===== config.mk =====
export PLATFORM = sky130hd
export DESIGN_NAME = aluout_pipe
export DESIGN_NICKNAME = d
export VERILOG_FILES = /design/src/rtl/aluout_pipe.sv
export SDC_FILE = /design/constraint.sdc
export NUM_CORES = 1
export LEC_CHECK = 0
export ABC_AREA = 1
export CORE_UTILIZATION = 48
export DETAILED_ROUTE_END_ITERATION = 16
export GPL_TIMING_DRIVEN = 0
export HOLD_SLACK_MARGIN = 0.02
export PLACE_DENSITY = 0.81
export REMOVE_ABC_BUFFERS = 1
export SLEW_MARGIN = 20
export SYNTH_ARGS = -nofsm -noshare
export SYNTH_HDL_FRONTEND = slang
export SYNTH_SLANG_ARGS = --single-unit

===== constraint.sdc =====
create_clock -name clock -period 2.3 [get_ports clock]
set_input_delay 0.575 -clock clock [delete_from_list [all_inputs] [get_ports clock]]
set_output_delay 0.575 -clock clock [all_outputs]
set_load 0.02 [all_outputs]

===== src/rtl/aluout_pipe.sv =====
// ALU result pipeline: DEPTH stages of {valid, data, tag} with a forwarding lookup and an occupancy count.
// Latency: DEPTH cycles from accepted input to out_*, plus one cycle per stall cycle in between.
// Backpressure: stall freezes all state and drops the input; flush squashes every valid bit and wins over stall.
// Optional: define ALUOUT_ZFLAG_EN to carry a per-stage zero flag and expose out_zero.
module aluout_pipe #(
    parameter int W     = 32,
    parameter int DEPTH = 2,   // legal range 1..8
    parameter int TW    = 5
) (
    input  logic          clock,
    input  logic          reset_n,
    input  logic          in_valid,
    input  logic [W-1:0]  in_data,
    input  logic [TW-1:0] in_tag,
    input  logic          stall,
    input  logic          flush,
    output logic          out_valid,
    output logic [W-1:0]  out_data,
    output logic [TW-1:0] out_tag,
    input  logic [TW-1:0] fwd_tag,
    output logic          fwd_hit,
    output logic [W-1:0]  fwd_data,
    output logic [3:0]    occupancy
`ifdef ALUOUT_ZFLAG_EN
    ,
    output logic          out_zero
`endif
);

    logic [DEPTH-1:0] vld_q;
    logic [W-1:0]     data_q [DEPTH];
    logic [TW-1:0]    tag_q  [DEPTH];

    // The pipe only moves when nothing is holding or squashing it.
    logic shift;
    assign shift = !flush && !stall;

    // Valid bits and occupancy: flush clears both, stall holds, shift advances.
    always_ff @(posedge clock or negedge reset_n) begin
        if (!reset_n) begin
            vld_q     <= '0;
            occupancy <= '0;
        end else if (flush) begin
            vld_q     <= '0;
            occupancy <= '0;
        end else if (!stall) begin
            for (int i = DEPTH - 1; i >= 1; i--) begin
                vld_q[i] <= vld_q[i-1];
            end
            vld_q[0]  <= in_valid;
            // Incremental count: one in at the head, one out at the tail.
            occupancy <= occupancy + {3'b000, in_valid} - {3'b000, vld_q[DEPTH-1]};
        end
    end

    // Data and tag payload: untouched by flush, head loads only on a valid input.
    always_ff @(posedge clock or negedge reset_n) begin
        if (!reset_n) begin
            for (int i = 0; i < DEPTH; i++) begin
                data_q[i] <= '0;
                tag_q[i]  <= '0;
            end
        end else if (shift) begin
            for (int i = DEPTH - 1; i >= 1; i--) begin
                data_q[i] <= data_q[i-1];
                tag_q[i]  <= tag_q[i-1];
            end
            if (in_valid) begin
                data_q[0] <= in_data;
                tag_q[0]  <= in_tag;
            end
        end
    end

    assign out_valid = vld_q[DEPTH-1];
    assign out_data  = data_q[DEPTH-1];
    assign out_tag   = tag_q[DEPTH-1];

    // Forwarding search from oldest to youngest so the youngest match overwrites; tag 0 never hits.
    always_comb begin
        fwd_hit  = 1'b0;
        fwd_data = '0;
        for (int i = DEPTH - 1; i >= 0; i--) begin
            if (vld_q[i] && (tag_q[i] == fwd_tag) && (fwd_tag != '0)) begin
                fwd_hit  = 1'b1;
                fwd_data = data_q[i];
            end
        end
    end

`ifdef ALUOUT_ZFLAG_EN
    logic [DEPTH-1:0] zero_q;

    // Zero flag travels with the data word so it stays aligned under stall and flush.
    always_ff @(posedge clock or negedge reset_n) begin
        if (!reset_n) begin
            zero_q <= '0;
        end else if (shift) begin
            for (int i = DEPTH - 1; i >= 1; i--) begin
                zero_q[i] <= zero_q[i-1];
            end
            if (in_valid) begin
                zero_q[0] <= (in_data == '0);
            end
        end
    end

    assign out_zero = zero_q[DEPTH-1] & vld_q[DEPTH-1];
`endif

endmodule


; After elaboration in Yosys (flattened, before gate mapping)
; Index checks and enable logic that the tools add are counted.
; Widths: inputs -> output; s select.
[totals]
reg_bits = 80
output_inout_bits = 75
[classes]
addsub = 2
n_eq_ne = 3
n_mux = 8
n_reduce_logical = 9
[op_table]
columns = cell, n
row1 = $mux 32, 2
row2 = $eq 5x5->1, 2
row3 = $mux 4, 2
row4 = $logic_and 1x1->1, 5
row5 = $reduce_bool 5->1, 1
row6 = $add 4x1->4, 1
row7 = $mux 2, 2
row8 = $sub 4x1->4, 1
row9 = $logic_not 1->1, 2
row10 = $mux 1, 2
row11 = $ne 2x1->1 const B, 1
row12 = $reduce_and 2->1, 1

; Longest topological paths before layout
; Gate-level depths: netlist of run 1.
[logic_depth]
ltp_word = 5
depth_mapped = 10
ltp_nobuf = 9

; Least setup slack after synthesis of run 1
; Ideal clock, no wire load.
[synth_path]
kind = in2out
from = in fwd_tag[3]
to = out fwd_hit
t_arrival_ns = 1.498
required_ns = 1.725
path_slack_ns = 0.227
path_stages = 8
n_path_buf = 1
path_cell_list = inv_2 -> nor2_1 -> nor2_1 -> nand2_1 -> nor2_2 -> nand2_1 -> buf_2 -> o21ai_0
[synth_between]
elab_chain_cells = 5
word_cells_on_any_way = 9
classes_between = eq/ne (2) / mux (2) / reduce/logical (5)
[synth_lines]
columns = item, line
row1 = start: declaration, 20  ; input logic [TW-1:0] fwd_tag,
row2 = $eq 5x5->1, 84  ; if (vld_q[i] && (tag_q[i] == fwd_tag) && (fwd_tag != '0)) begin
row3 = $logic_and 1x1->1 (2 in series), 84
row4 = $mux 1, 84
row5 = $mux 1 (*), 84
row6 = end: declaration, 21  ; output logic fwd_hit,
; Mark *: on every way between the ends. The rest lies on a longest branch, timed or not.

; Worst setup path in the final report of run 1
[layout_path]
from = reg tag_q[7] (netlist name)
to = out fwd_data[17]
[layout_between]
elab_chain_cells = 4
[layout_lines]
columns = item, line
row1 = start: declaration, 32  ; logic [TW-1:0] tag_q [DEPTH];
row2 = start signal: indexed assignment, 66  ; tag_q[i] <= tag_q[i-1];
row3 = $eq 5x5->1, 84
row4 = $logic_and 1x1->1 (2 in series), 84
row5 = $mux 32, 84
row6 = end: declaration, 22  ; output logic [W-1:0] fwd_data,
; No other way between the ends.

==> flow_summary.json, run 1 <==
{
  "status": "finished, violations left",
  "violations": "negative setup slack",
  "clock_path_buffers": 2,
  "regArea_um2": 2000,
  "ys_seq_elements": 80,
  "critPathTopFamily": "buffers and inverters",
  "drt_first_iter_violations": 188,
  "numCtsBuffers": 9,
  "critical_path_required_ps": 1730,
  "pre_cts_ws_ps": -1560,
  "final_cells": 694,
  "place_inst": 646,
  "vias": 3756,
  "fp.coreArea_um2": 8380,
  "powerDensity_nw_per_um2": 727,
  "crit_arrival_ps": 1880,
  "synth_mux_area_share_pct": 11.9,
  "place_area_um2": 5310,
  "setup-violations-final": 33,
  "min_period_over_period_pct": 107,
  "slowest_delay_ps": 400,
  "chipHeight_um": 96.1,
  "routedWlPerCell_um": 18.6,
  "rows": 33,
  "layout.nets": 636,
  "finalClockSkew_ps": 15.7,
  "crit_buf_inv": 3,
  "worstMarginPinSlew_ps": 663,
  "tritoncts": "built",
  "grt_pass1_wl_mm": 19.1,
  "path_cells": "xnor2_1 > nand2_2 > nor2_4 > clkbuf_16 > nand2_8 > buf_6 > nand3_2 > nand2_2 > buf_6",
  "synth-xor-area-share_pct": 0.412,
  "startpoint_type": "flip-flop",
  "endpoint_kind": "output pin",
  "routed_via_density": 5.41,
  "final_common_cell": "nand2_1",
  "synth_compound_area_share_pct": 2.15,
  "antenna_found_initial": 0,
  "layout_min_cycle_time_ps": 2460,
  "synthCells": 477,
  "first_pass_iters": 4,
  "ys_warn_count": 0,
  "worst_slack_ps": -156,
  "stdcell_area_um2": 6410,
  "ir_drop_uv": 491,
  "drv_cap": 0,
  "start_util_pct": 50.7,
  "multi_input_area_um2": 2120,
  "fillers": 559,
  "max_clock_freq_mhz": 407,
  "maxSlewViolCount": 0,
  "portBuffers": 121,
  "htreeDepth": 3,
  "leakagePower_uw": 0.00307,
  "ys_seq_area_share_pct": 47.1,
  "hold_viol_final": 0,
  "cts.clk_slew.worst_paths_ps": 90,
  "num_io_pins": 122,
  "synth_top_family_by_area": "simple AND/OR/NAND/NOR gates",
  "synthSimpleGateAreaFrac_pct": 24.7,
  "grt_pass1_vias": 3752,
  "layout-drive-gt1-share_pct": 32.9,
  "wl_mm": 12.9,
  "setup.worst_path.class": "reg -> out",
  "cpMaxStageDelayCell": "dfrtp_1",
  "clk_latency_ps": 350,
  "gp_congestion": 0.757,
  "syn_to_final_growth_pct": 50.8,
  "num_antenna_cells": 0,
  "r2r_cells": 6,
  "crit_fanout": 8,
  "rsz0062_at_grt": "true",
  "dieArea_um2": 9240,
  "grt_max_degree": 58,
  "hold_path.class": "in -> async",
  "mostFrequentLayoutCells": "nand2_1, clkdlybuf4s50_1, dfrtp_1, nand3_1, buf_6",
  "whs_ps": 110,
  "avgSynthCellArea_um2": 8.91,
  "dp_hpwl_mm": 6.74,
  "clock-sinks": 80,
  "max_slew_margin_pct": 55.6,
  "cp.depth": 9,
  "grt.overflow.total": 0,
  "synth_fa_ha_area_share_pct": 1.65,
  "ant_nets": 0,
  "cts_root_buf": "clkbuf_8",
  "total_power_uw": 4660,
  "dieWidth_um": 96.1,
  "ys_types": 23,
  "syn_area_um2": 4250,
  "drc": 0,
  "grt_util_all_layers_pct": 28.0
}
==> logic make-up (layout without fill, tap and decap cells) <==
group                    Yosys count  after routing
multiplexers                      34             34
AO/OA/AOI/OAI                     18             18
XOR/XNOR                           2              2
buffers and inverters             86            193
flip-flops                        80             80
adder cells (fa/ha/maj)            5              5
AND/OR/NAND/NOR                  252            257
==> final timing paths <==
path                             from           end  slack, ps
max                          tag_q[7]  fwd_data[17]       -160
min                           reset_n      tag_q[9]        110
max reg2reg                  vld_q[1]  occupancy[2]        540
min reg2reg                data_q[40]   out_data[8]        500
max in group asynchronous     reset_n   out_data[7]       1590
min in group clock         data_q[40]   out_data[8]        500
==> power by group <==
| group | switching, µW | total, µW | internal [µW] |
|---|---|---|---|
| registers | 250 | 1920 | 1670 |
| clock network | 534 | 1400 | 862 |
| logic | 636 | 1340 | 709 |
==> Yosys cell counts <==
library cell    n  area (µm²)
nand2_1       167         627
dfrtp_1        80        2000
nand3_1        69         345
buf_4          37         278
mux2_4         33         495
inv_1          20        75.1
buf_2          15        75.1
o21ai_0        12        60.1
nor2_1         11        41.3
clkbuf_1        6        22.5
a21oi_1         5        25.0
buf_6           4        45.0
ha_1            4        50.1
nor2_2          3        18.8
inv_2           2        7.51
xnor2_1         2        17.5
clkinv_1        1        3.75
fa_1            1        20.0
inv_4           1        6.26
mux2_2          1        11.3
nand2_4         1        11.3
o22ai_1         1        6.26
or2_1           1        6.26
==> repair_timing <==
item,CTS,global route
gates resized for setup,278,32
hold buffers,0,0
setup buffers,17,5
endpoints found under the setup margin,71,54
endpoints found under the hold margin,0,0
pin swaps,23,27
cloned,6,4
==> flip-flops by register name, summed over array words and instances (netlist names) <==
name / flops
tag_q: 5
vld_q: 2
out_tag: 5
out_data: 32
occupancy: 4
data_q: 32
==> per-stage QoR <==
stage | TNS, ps | util (%)
2_1_floorplan | -33130 | -
3_3_place_gp | -369710 | 61.7
3_5_place_dp | -88190 | 63.4
4_1_cts | -3390 | 73.5
5_1_grt | -6730 | 76.5
6_report | -4210 | 76.5
==> layout make-up <==
type | count | area share [%]
Multi-Input combinational cell | 316 | 33.1
Tap cell | 105 | 2.05
Sequential cell | 80 | 31.2
Inverter | 24 | 1.60
Timing Repair Buffer | 153 | 27.8
Clock inverter | 5 | 1.99
Clock buffer | 11 | 2.21
==> layer usage <==
metal,global-route usage [%],share of wire [%]
met1,36.9,41
met2,46.0,50
met3,5.37,7.8
met4,9.95,1.8
met5,0,0
(Power assumes the default switching activity.)
==> run 2, diff against run 1 <==
--- a/config.mk
+++ b/config.mk
@@ -6,13 +6,14 @@
 export NUM_CORES = 1
 export LEC_CHECK = 0
 export ABC_AREA = 1
-export CORE_UTILIZATION = 48
+export CORE_UTILIZATION = 40
 export DETAILED_ROUTE_END_ITERATION = 16
 export GPL_TIMING_DRIVEN = 0
 export HOLD_SLACK_MARGIN = 0.02
-export PLACE_DENSITY = 0.81
+export PLACE_DENSITY = 0.69
 export REMOVE_ABC_BUFFERS = 1
 export SLEW_MARGIN = 20
 export SYNTH_ARGS = -nofsm -noshare
 export SYNTH_HDL_FRONTEND = slang
 export SYNTH_SLANG_ARGS = --single-unit
+export TNS_END_PERCENT = 1
==> run 2 against run 1 <==
Compared with the run above: the flow still finishes with violations (negative setup slack); hold slack improved by 92 ps; total power down 10%; non-clock buffer count is 9 lower; final cell count rose by 3.2%; clock power decreased by 25%; maximum frequency up 1.2%; setup slack improved by 28 ps; sequential power about the same; first-iteration DRC count grew 32%; via count shrank 5.9%; flip-flop and latch count is the same; critical endpoint is now fwd_data[7]; highest routed layer unchanged.
==> flow_summary.json, run 2 (synthesis gave the netlist of run 1 again) <==
{
  "setup-violations-final": 33,
  "grt_pass1_vias": 3450,
  "grt_util_all_layers_pct": 21.1,
  "layout.nets": 627,
  "startpoint_type": "flip-flop",
  "worst_slack_ps": -128,
  "final_cells": 716,
  "min_period_over_period_pct": 106,
  "r2r-end": "occupancy[2]",
  "drv_cap": 0,
  "num_io_pins": 122,
  "r2r_cells": 6,
  "grt.overflow.total": 0,
  "start_util_pct": 41.2,
  "routedWlPerCell_um": 16.8,
  "status": "finished, violations left",
  "syn_to_final_growth_pct": 42.3,
  "grt_pass1_wl_mm": 18.2,
  "cts.clk_slew.worst_paths_ps": 70,
  "gp_congestion": 0.769,
  "cts_root_buf": "clkbuf_8",
  "critical_path_required_ps": 1730,
  "tritoncts": "built",
  "ant_nets": 0,
  "grt_max_degree": 43,
  "max_clock_freq_mhz": 412,
  "htreeDepth": 3,
  "netSwitchingFraction_pct": 31.6,
  "portBuffers": 121,
  "endpoint_kind": "output pin",
  "power.internal_uw": 2860,
  "worstMarginPinSlew_ps": 525,
  "finalClockSkew_ps": 6.77,
  "regToRegSetupSlack_ps": 590,
  "num_antenna_cells": 0,
  "routed_via_density": 4.94,
  "chipHeight_um": 105,
  "slowest_delay_ps": 410,
  "hold_path.class": "in -> async",
  "total_power_uw": 4180,
  "wl_mm": 12.1,
  "setup.worst_path.class": "reg -> out",
  "clock-sinks": 80,
  "drt_first_iter_violations": 248,
  "fin_util_pct": 58.6,
  "p_switching_uw": 1320,
  "place_inst": 677,
  "drc": 0,
  "clk_latency_ps": 340,
  "path_cells": "xnor2_1 > nand2_1 > nor2_4 > clkbuf_16 > buf_8 > nand3_2 > nand2_2 > buf_6",
  "rows": 37,
  "dieWidth_um": 105,
  "multi_input_area_um2": 1980,
  "antenna_found_initial": 0,
  "cpMaxStageDelayCell": "dfrtp_1",
  "stdcell_area_um2": 6050,
  "dieArea_um2": 11000,
  "clkPwrFrac_pct": 25.1,
  "first_pass_iters": 4,
  "hold_viol_final": 0,
  "clock_path_buffers": 2,
  "regArea_um2": 2000,
  "powerDensity_nw_per_um2": 691,
  "dp_hpwl_mm": 6.91,
  "rsz0062_at_grt": "true",
  "layout-drive-gt1-share_pct": 27.1,
  "crit_arrival_ps": 1850,
  "fp.coreArea_um2": 10300,
  "violations": "negative setup slack",
  "p_comb_share_pct": 29.4,
  "vias": 3534,
  "numCtsBuffers": 9,
  "seqPwrFrac_pct": 45.5,
  "critPathTopFamily": "simple AND/OR/NAND/NOR gates",
  "crit_buf_inv": 3,
  "leakagePower_uw": 0.00297,
  "layout_min_cycle_time_ps": 2430,
  "ir_drop_uv": 331,
  "fillers": 897,
  "final_common_cell": "nand2_1",
  "place_area_um2": 5360,
  "crit_fanout": 6,
  "r2r_start": "vld_q[1]",
  "max_slew_margin_pct": 65.0,
  "mostFrequentLayoutCells": "nand2_1, clkdlybuf4s50_1, dfrtp_1, nand3_1, buf_6",
  "maxSlewViolCount": 0
}
==> run 2: repair_timing <==
action,in CTS,in global routing
pin swaps,6,24
hold buffers,0,0
cloned,3,6
setup buffers,10,4
endpoints found under the setup margin,71,68
gates resized for setup,221,50
==> run 2: worst max path at each step <==
stage	start	end	slack (ps)	cells past startpoint
2_1_floorplan	fwd_tag[3]	fwd_hit	-840	7
3_3_place_gp	fwd_tag[0]	fwd_hit	-3150	8
3_5_place_dp	fwd_tag[0]	fwd_hit	-1670	9
4_1_cts	fwd_tag[3]	fwd_data[19]	-150	12
5_1_grt	out_tag[0]	fwd_data[31]	-270	11
6_report	tag_q[7]	fwd_data[7]	-130	8
==> run 2: power by group through the flow <==
stage	Sequential, µW	Clock [µW]	Combinational, µW
floorplan	2030	0	430
global placement	1900	0	1070
detailed placement	1910	0	1130
CTS	1890	1090	1170
global route	1940	1150	1330
finish	1900	1050	1230
==> run 2: final cells by class <==
class | instances | area share (%)
Clock buffer | 13 | 2.63
Clock inverter | 3 | 0.662
Inverter | 24 | 1.61
Multi-Input combinational cell | 316 | 32.8
Sequential cell | 80 | 33.1
Tap cell | 136 | 2.81
Timing Repair Buffer | 144 | 26.4
==> run 2: worst reg2reg max path, stage by stage, from the launching register on <==
cell and delay [ps]:
dfrtp_1 430, ha_1 300, inv_1 40, ha_1 200, fa_1 380, o21ai_0 170, o22ai_1 90
==> run 2: metal layers <==
metal	GRT usage [%]	wire [µm]	vias to the layer above
met5	0	0	-
met4	7.24	146	0
met3	3.06	567	13
met2	34.7	5820	117
met1	28.6	5530	1712
li1	-	-	1692
==> run 2: through the flow <==
| stage | hold WS [ps] | worst slack [ps] | TNS [ps] |
|---|---|---|---|
| after floorplan | 279 | -841 | -33130 |
| final | 202 | -128 | -3700 |
| after global routing | 226 | -267 | -8060 |
| after detailed placement | 488 | -1670 | -94800 |
| after global placement | 472 | -3150 | -386420 |
| after CTS | 203 | -147 | -3920 |
==> run 3, diff against run 2 <==
--- a/config.mk
+++ b/config.mk
@@ -10,6 +10,7 @@
 export DETAILED_ROUTE_END_ITERATION = 16
 export GPL_TIMING_DRIVEN = 0
 export HOLD_SLACK_MARGIN = 0.02
+export MAX_ROUTING_LAYER = met4
 export PLACE_DENSITY = 0.69
 export REMOVE_ABC_BUFFERS = 1
 export SLEW_MARGIN = 20
==> run 3 against run 2 <==
Compared with the run above: the flow still finishes with violations (negative setup slack); clock power is essentially flat; critical path depth rose by 3; register-to-register slack barely moved; largest power group unchanged; clock skew about the same; flip-flop and latch count stayed put.
==> flow_summary.json, run 3 (synthesis gave the netlist of run 1 again) <==
{
  "p_switching_uw": 1310,
  "grt_pass1_vias": 3458,
  "hold_viol_final": 0,
  "worstMarginPinSlew_ps": 524,
  "rows": 37,
  "chipHeight_um": 105,
  "finalClockSkew_ps": 7.02,
  "seqPwrFrac_pct": 45.5,
  "stdcell_area_um2": 5990,
  "critical_path_required_ps": 1730,
  "max_slew_margin_pct": 65.1,
  "place_area_um2": 5360,
  "power.internal_uw": 2860,
  "dp_hpwl_mm": 6.91,
  "clock_path_buffers": 2,
  "min_period_over_period_pct": 106,
  "wl_mm": 12.0,
  "layout-drive-gt1-share_pct": 24.8,
  "start_util_pct": 41.2,
  "numCtsBuffers": 9,
  "violations": "negative setup slack",
  "drv_cap": 0,
  "r2r-end": "occupancy[2]",
  "r2r_start": "vld_q[1]",
  "rsz0062_at_grt": "true",
  "grt_max_degree": 43,
  "gp_congestion": 0.779,
  "max_clock_freq_mhz": 410,
  "grt.overflow.total": 0,
  "ir_drop_uv": 331,
  "fin_tns_setup_ps": -3540,
  "setup.worst_path.class": "in -> out",
  "num_antenna_cells": 0,
  "final_common_cell": "nand2_1",
  "dieArea_um2": 11000,
  "hold_path.class": "in -> async",
  "cts_root_buf": "clkbuf_8",
  "crit_fanout": 6,
  "clk_latency_ps": 340,
  "fp.coreArea_um2": 10300,
  "startpoint_type": "input pin",
  "first_pass_iters": 4,
  "dieWidth_um": 105,
  "leakagePower_uw": 0.00297,
  "portBuffers": 121,
  "clkPwrFrac_pct": 25.1,
  "layout_min_cycle_time_ps": 2440,
  "powerDensity_nw_per_um2": 696,
  "tritoncts": "built",
  "endpoint_kind": "output pin",
  "layout.nets": 627,
  "cts.clk_slew.worst_paths_ps": 70,
  "ant_nets": 0,
  "status": "finished, violations left",
  "setup-violations-final": 33,
  "vias": 3541,
  "clock-sinks": 80,
  "worst_slack_ps": -138,
  "netSwitchingFraction_pct": 31.4,
  "drc": 0,
  "routedWlPerCell_um": 16.7,
  "cts_hold_buffers": 0,
  "regToRegSetupSlack_ps": 600,
  "p_comb_share_pct": 29.3,
  "routed_via_density": 4.95,
  "drt_first_iter_violations": 254,
  "htreeDepth": 3,
  "mostFrequentLayoutCells": "nand2_1, clkdlybuf4s50_1, dfrtp_1, nand3_1, buf_6",
  "maxSlewViolCount": 0,
  "grt_pass1_wl_mm": 18.1,
  "num_io_pins": 122,
  "total_power_uw": 4170,
  "r2r_cells": 6,
  "antenna_found_initial": 0,
  "grt_util_all_layers_pct": 21.7,
  "crit_arrival_ps": 1860,
  "pre_cts_ws_ps": -1670,
  "syn_to_final_growth_pct": 40.9
}
[run 3: cell counts in the layout (fill, tap and decap cells not counted)]
No cell type changed its count.
[run 3: worst max path at each step]
stage	from	end	slack [ps]	cells after the start
floorplan	fwd_tag[3]	fwd_hit	-840	7
global placement	fwd_tag[0]	fwd_hit	-3150	8
detailed placement	fwd_tag[0]	fwd_hit	-1670	9
CTS	fwd_tag[3]	fwd_data[19]	-150	12
global route	out_tag[0]	fwd_data[19]	-250	11
finish	fwd_tag[1]	fwd_data[12]	-140	11
[run 3: worst max-delay path, stage by stage]
cell and delay (ps):
clkdlybuf4s15_2 210, inv_2 50, nand2_1 60, nand3_2 100, nor2_4 170, buf_4 150
buf_8 150, nand2_4 100, nand3_2 90, nand2_2 70, buf_6 130
[run 3: stage by stage]
stage | hold WS, ps | cells | utilization [%]
after floorplan | 279 | 415 | -
after global placement | 472 | 672 | 50.5
after detailed placement | 488 | 677 | 51.9
after CTS | 203 | 706 | 56.1
after global routing | 220 | 716 | 58.0
final | 202 | 716 | 58.0
[run 3: layer usage]
layer | routed length, µm | GRT usage (%)
met1 | 5450 | 28.3
met3 | 590 | 3.12
met5 | 0 | -
met2 | 5790 | 34.8
met4 | 130 | 7.24
[run 3: repair_timing]
action	CTS	global route
buffers inserted	10	4
pin swaps	6	19
gates resized for setup	221	35
setup endpoints to repair	71	68
gates cloned	3	6
[run 3: final cells by class]
| type | count | area, µm² |
|---|---|---|
| clock inverter | 3 | 40.0 |
| tap | 136 | 170 |
| multi-input combinational | 316 | 1930 |
| sequential | 80 | 2000 |
| clock buffer | 13 | 159 |
| inverter | 24 | 97.6 |
| fill | 906 | 4330 |
| timing repair buffer | 144 | 1590 |
[run 3: power groups by stage]
stage / combinational (µW) / clock [µW] / sequential, µW
2_1_floorplan: 430 / 0 / 2030
3_3_place_gp: 1070 / 0 / 1900
3_5_place_dp: 1130 / 0 / 1910
4_1_cts: 1170 / 1090 / 1890
5_1_grt: 1320 / 1140 / 1930
6_report: 1220 / 1050 / 1900
